$ cat config.mk
export PLATFORM = sky130hd
export DESIGN_NAME = spi_master_byte
export DESIGN_NICKNAME = d
export VERILOG_FILES = /design/src/rtl/spi_master_byte.sv
export SDC_FILE = /design/constraint.sdc
export NUM_CORES = 1
export LEC_CHECK = 0
export BUFFER_PORTS_ARGS = -buffer_cell sky130_fd_sc_hd__buf_2
export CORE_MARGIN = 1.5
export CORE_UTILIZATION = 41
export DETAILED_ROUTE_END_ITERATION = 8
export GPL_ROUTABILITY_DRIVEN = 1
export PLACE_DENSITY = 0.71
export REMOVE_ABC_BUFFERS = 1
export SLEW_MARGIN = 20
export SYNTH_ARGS = -nofsm -noshare
export SYNTH_HDL_FRONTEND = slang
export SYNTH_SLANG_ARGS = --single-unit
$ cat constraint.sdc
create_clock -name sys_clk -period 6.3 [get_ports sys_clk]
set_clock_uncertainty 0.15 [all_clocks]
set_input_delay 0.315 -clock sys_clk [delete_from_list [all_inputs] [get_ports sys_clk]]
set_output_delay 0.315 -clock sys_clk [all_outputs]
set_load 0.005 [all_outputs]
$ cat src/rtl/spi_master_byte.sv
// Byte-wide SPI master: one byte per wr_req/wr_ack exchange, full duplex,
// with DCLK derived from sys_clk and nCS as a registered copy of CS_reg.
module spi_master_byte #(
  parameter logic [15:0] CLK_DIV = 16'd2,
  parameter bit          CPOL    = 1'b0,
  parameter bit          CPHA    = 1'b0
) (
  input  logic       sys_clk,
  input  logic       rst_n,
  input  logic       CS_reg,
  input  logic       wr_req,
  input  logic [7:0] send_data,
  output logic       wr_ack,
  output logic [7:0] data_recv,
  output logic       nCS,
  output logic       DCLK,
  output logic       MOSI,
  input  logic       MISO,
  output logic [2:0] dbg_state
);

  // Handshake: wr_req is a level request sampled only in IDLE; once a byte is
  // accepted it always runs to completion and wr_ack pulses for exactly one
  // cycle with data_recv valid in that cycle (held until the next wr_ack).
  typedef enum logic [2:0] {
    IDLE  = 3'd0,
    LOAD  = 3'd1,
    SHIFT = 3'd2,
    ACK   = 3'd3,
    GUARD = 3'd4
  } state_t;

  localparam logic [15:0] DIV_LAST = CLK_DIV - 16'd1;

  state_t      state;
  logic [15:0] div_cnt;
  logic [3:0]  edge_cnt;
  logic [7:0]  tx_sr;
  logic [7:0]  rx_sr;
  logic [7:0]  rx_next;

  assign rx_next   = {rx_sr[6:0], MISO};
  assign dbg_state = state;

  always_ff @(posedge sys_clk or negedge rst_n) begin
    if (!rst_n) begin
      state     <= IDLE;
      div_cnt   <= 16'd0;
      edge_cnt  <= 4'd0;
      tx_sr     <= 8'd0;
      rx_sr     <= 8'd0;
      wr_ack    <= 1'b0;
      data_recv <= 8'd0;
      DCLK      <= CPOL;
      MOSI      <= 1'b0;
    end else begin
      wr_ack <= 1'b0;
      case (state)
        IDLE: begin
          DCLK <= CPOL;
          MOSI <= 1'b0;
          if (wr_req) state <= LOAD;
        end
        LOAD: begin
          div_cnt  <= 16'd0;
          edge_cnt <= 4'd0;
          // CPHA=0 needs bit 7 on the line before the first (sampling) edge
          if (!CPHA) begin
            MOSI  <= send_data[7];
            tx_sr <= {send_data[6:0], 1'b0};
          end else begin
            tx_sr <= send_data;
          end
          state <= SHIFT;
        end
        SHIFT: begin
          if (div_cnt == DIV_LAST) begin
            div_cnt  <= 16'd0;
            DCLK     <= ~DCLK;
            edge_cnt <= edge_cnt + 4'd1;
            if (edge_cnt[0] == CPHA) begin
              rx_sr <= rx_next;
            end else begin
              MOSI  <= tx_sr[7];
              tx_sr <= {tx_sr[6:0], 1'b0};
            end
            // the 16th edge may itself be a sample edge (CPHA=1)
            if (edge_cnt == 4'd15) begin
              wr_ack    <= 1'b1;
              data_recv <= CPHA ? rx_next : rx_sr;
              state     <= ACK;
            end
          end else begin
            div_cnt <= div_cnt + 16'd1;
          end
        end
        ACK: begin
          MOSI  <= 1'b0;
          state <= GUARD;
        end
        GUARD: state <= IDLE;
        default: state <= IDLE;
      endcase
    end
  end

  always_ff @(posedge sys_clk or negedge rst_n) begin
    if (!rst_n) nCS <= 1'b1;
    else        nCS <= CS_reg;
  end

endmodule
==> flow_summary_export.csv <==
group,metric,value,unit
hold_path,hold_class,"in -> reg",
grt,grt-ovfl-total,0,
logic_synthesis,ys_seq_area_share,53.7,%
sta,setup_viol,0,
cts,insertion_delay,0.31,ns
die,core_area,5510,sq um
setup_path,required,6.35,ns
route,postRouteAntennaNets,0,
layout,layout-drive-gt1-share,25.6,%
die,die_height,78.4,um
logic_synthesis,synth_edf_count,0,
setup_path,reg2reg_slack,3.79,ns
placed_design,gp_congestion,0.788,
route,remaining_drc_errors,0,
logic_synthesis,synth_cell_type_count,43,
route,wirelength,4650,um
logic_synthesis,synth_top_area_share,52.6,%
logic_synthesis,synthTopCellsByArea,"dfrtp_1, mux2_2, nand2_1, o21ai_0, nor4_1",
placed_design,dpl.hpwl,3080,um
layout,final_cell_area,2660,sq um
grt,antenna_found_initial,0,
route,drt_iter0_markers,110,
setup_path,cp_max_fo,11,
cts,ctsLongestPathBuffers,2,
grt,grtUsageTotal,16.6,%
logic_synthesis,synth_top_cell_by_area,"dfrtp_1",
logic_synthesis,syn_area,2330,sq um
route,vias,1723,
layout,layout.nets,257,
layout,fin_util,48.2,%
die,rows,27,
sta,fin_crit,2.51,ns
sta,period_share,39.9,%
logic_synthesis,yosys_most_used_dff,"dfrtp_1",
logic_synthesis,synthArstFlopShare,100,%
setup_path,cp.arrival,2.56,ns
placed_design,port_buffers,27,
grt,grt_pass1_wl,7960,um
sta,timing.fmax,398,MHz
grt,grt_pass1_vias,1705,
pwr,p_leak,1.28,nW
layout,n_antenna_cell,0,
cts,clock_tree.root_cell,"clkbuf_8",
pwr,p_per_area,387,nW/um^2
logic_synthesis,ys_warn_count,0,
die,ioPinCount,28,
die,dieArea,6150,sq um
setup_path,crit_path_end_kind,"flip-flop",
cts,htree_levels,2,
route,via_per_inst,5.49,
logic_synthesis,syn_area_per_cell,10.9,sq um
layout,areaGrowthSynthToFinish,13.8,%
pwr,max-vdd-ir-drop,0.238,mV
logic_synthesis,synthTopCellsByCount,"dfrtp_1, nand2_1, mux2_2, o21ai_0, nor2_1",
sta,setup_tns,0,ns
setup_path,path_class,"reg -> reg",
run,drv_cap,0,
grt,grt_max_degree,51,
logic_synthesis,ys_seq_elements,50,
die,die_w,78.4,um
logic_synthesis,yosysMostFrequentCell,"dfrtp_1",
setup_path,worst_setup_path_start_kind,"flip-flop",
cts,cts_tree,"yes",
cts,post_cts_buffers,0,
cts,clk_pin_slew,0.10,ns
outcome,status,"completed",
logic_synthesis,netlist_instances,214,
sta,hold_slack,0.0370,ns
sta,final_max_slew_viol_count,0,
die,initial_core_util,42.4,%
cts,numCtsBuffers,5,
sta,hold_viol_final,0,
sta,tightest_slew,0.829,ns
sta,rsz0062_at_grt,"false",
sta,max_slew_margin,44.6,%
route,avgRoutedWirePerCell,14.8,um
route,drtPass1Iterations,4,
placed_design,placedInstanceArea,2510,sq um
cts,clock-sinks,50,
cells by family after synthesis:
family | count (synthesis) | share of synthesized area [%]
simple gates | 76 | 18.0
compound gates | 52 | 14.6
flops | 50 | 53.7
mux | 18 | 8.64
buf+inv | 13 | 2.74
fa+ha+maj | 3 | 1.61
xor+xnor | 2 | 0.751
through the flow:
| stage | power [mW] | setup slack, ns | instances |
|---|---|---|---|
| floorplan | 0.684 | 4.09 | 204 |
| global placement | 0.780 | 3.61 | 304 |
| detailed placement | 0.792 | 3.57 | 304 |
| CTS | 1.03 | 3.57 | 314 |
| global route | 1.10 | 3.56 | 314 |
| finish | 1.03 | 3.79 | 314 |
what timing repair did:
action,in CTS,in global routing
gates resized for setup,0,0
hold endpoints to repair,50,0
hold buffers,2,0
setup endpoints to repair,0,0
worst max-delay path: stages, from the launching register on:
cell	delay [ns]
dfrtp_1	0.41
inv_1	0.08
ha_1	0.13
nor3b_1	0.24
and4_1	0.49
and3_1	0.51
mux2_2	0.39
routing by layer:
metal  track usage (%)  wire (um)
met1              22.1       2300
met2              26.9       2140
met3              3.84        152
met4              5.71         54
met5                 0          0
state kept, by name, indices dropped and copies added (netlist names):
signal / count
data_recv: 8
div_cnt: 16
nCS: 1
tx_sr: 7
MOSI: 1
dbg_state: 3
DCLK: 1
edge_cnt: 4
wr_ack: 1
rx_sr: 8
final timing paths:
path	end	start	depth (start not counted)
max reg2reg	data_recv[7]	div_cnt[1]	6
max	data_recv[7]	div_cnt[1]	6
max in group asynchronous	tx_sr[7]	rst_n	3
min in group asynchronous	div_cnt[4]	rst_n	3
min	tx_sr[1]	send_data[0]	3
min reg2reg	DCLK	DCLK	1
power by group:
part           switching, mW  internal (mW)  leakage, nW
registers             0.0619          0.388        0.663
clock network          0.115          0.121       0.0591
logic                  0.203          0.138        0.553
total                  0.380          0.648         1.28
area by class of cell:
cell class / instances / area (sq um)
clock buffer: 5 / 68.8
multi-input combinational: 151 / 1020
fill: 513 / 2850
timing repair buffer: 30 / 163
clock inverter: 3 / 47.5
inverter: 3 / 11.3
tap: 72 / 90.1
sequential: 50 / 1250
cells in the final DEF (no fill, tap or decap), types with 2 or more instances in the layout:
cell type      instances
a21o_1                 6
a21oi_1                7
a2bb2oi_1              5
a31oi_1                6
and3_1                 6
buf_2                 27
clkbuf_8               5
dfrtp_1               49
dlygate4sd3_1          2
ha_1                   3
inv_1                  2
inv_6                  2
mux2_2                17
nand2_1               20
nand3_1                6
nand4_1                3
nor2_1                 9
nor2_2                 2
nor2_4                 2
nor3_1                 6
nor3b_1                3
nor4_1                 8
o21ai_0               14
o22ai_1                7
or3_1                  4
xor2_1                 2
Power figures use the tool's default switching activity.
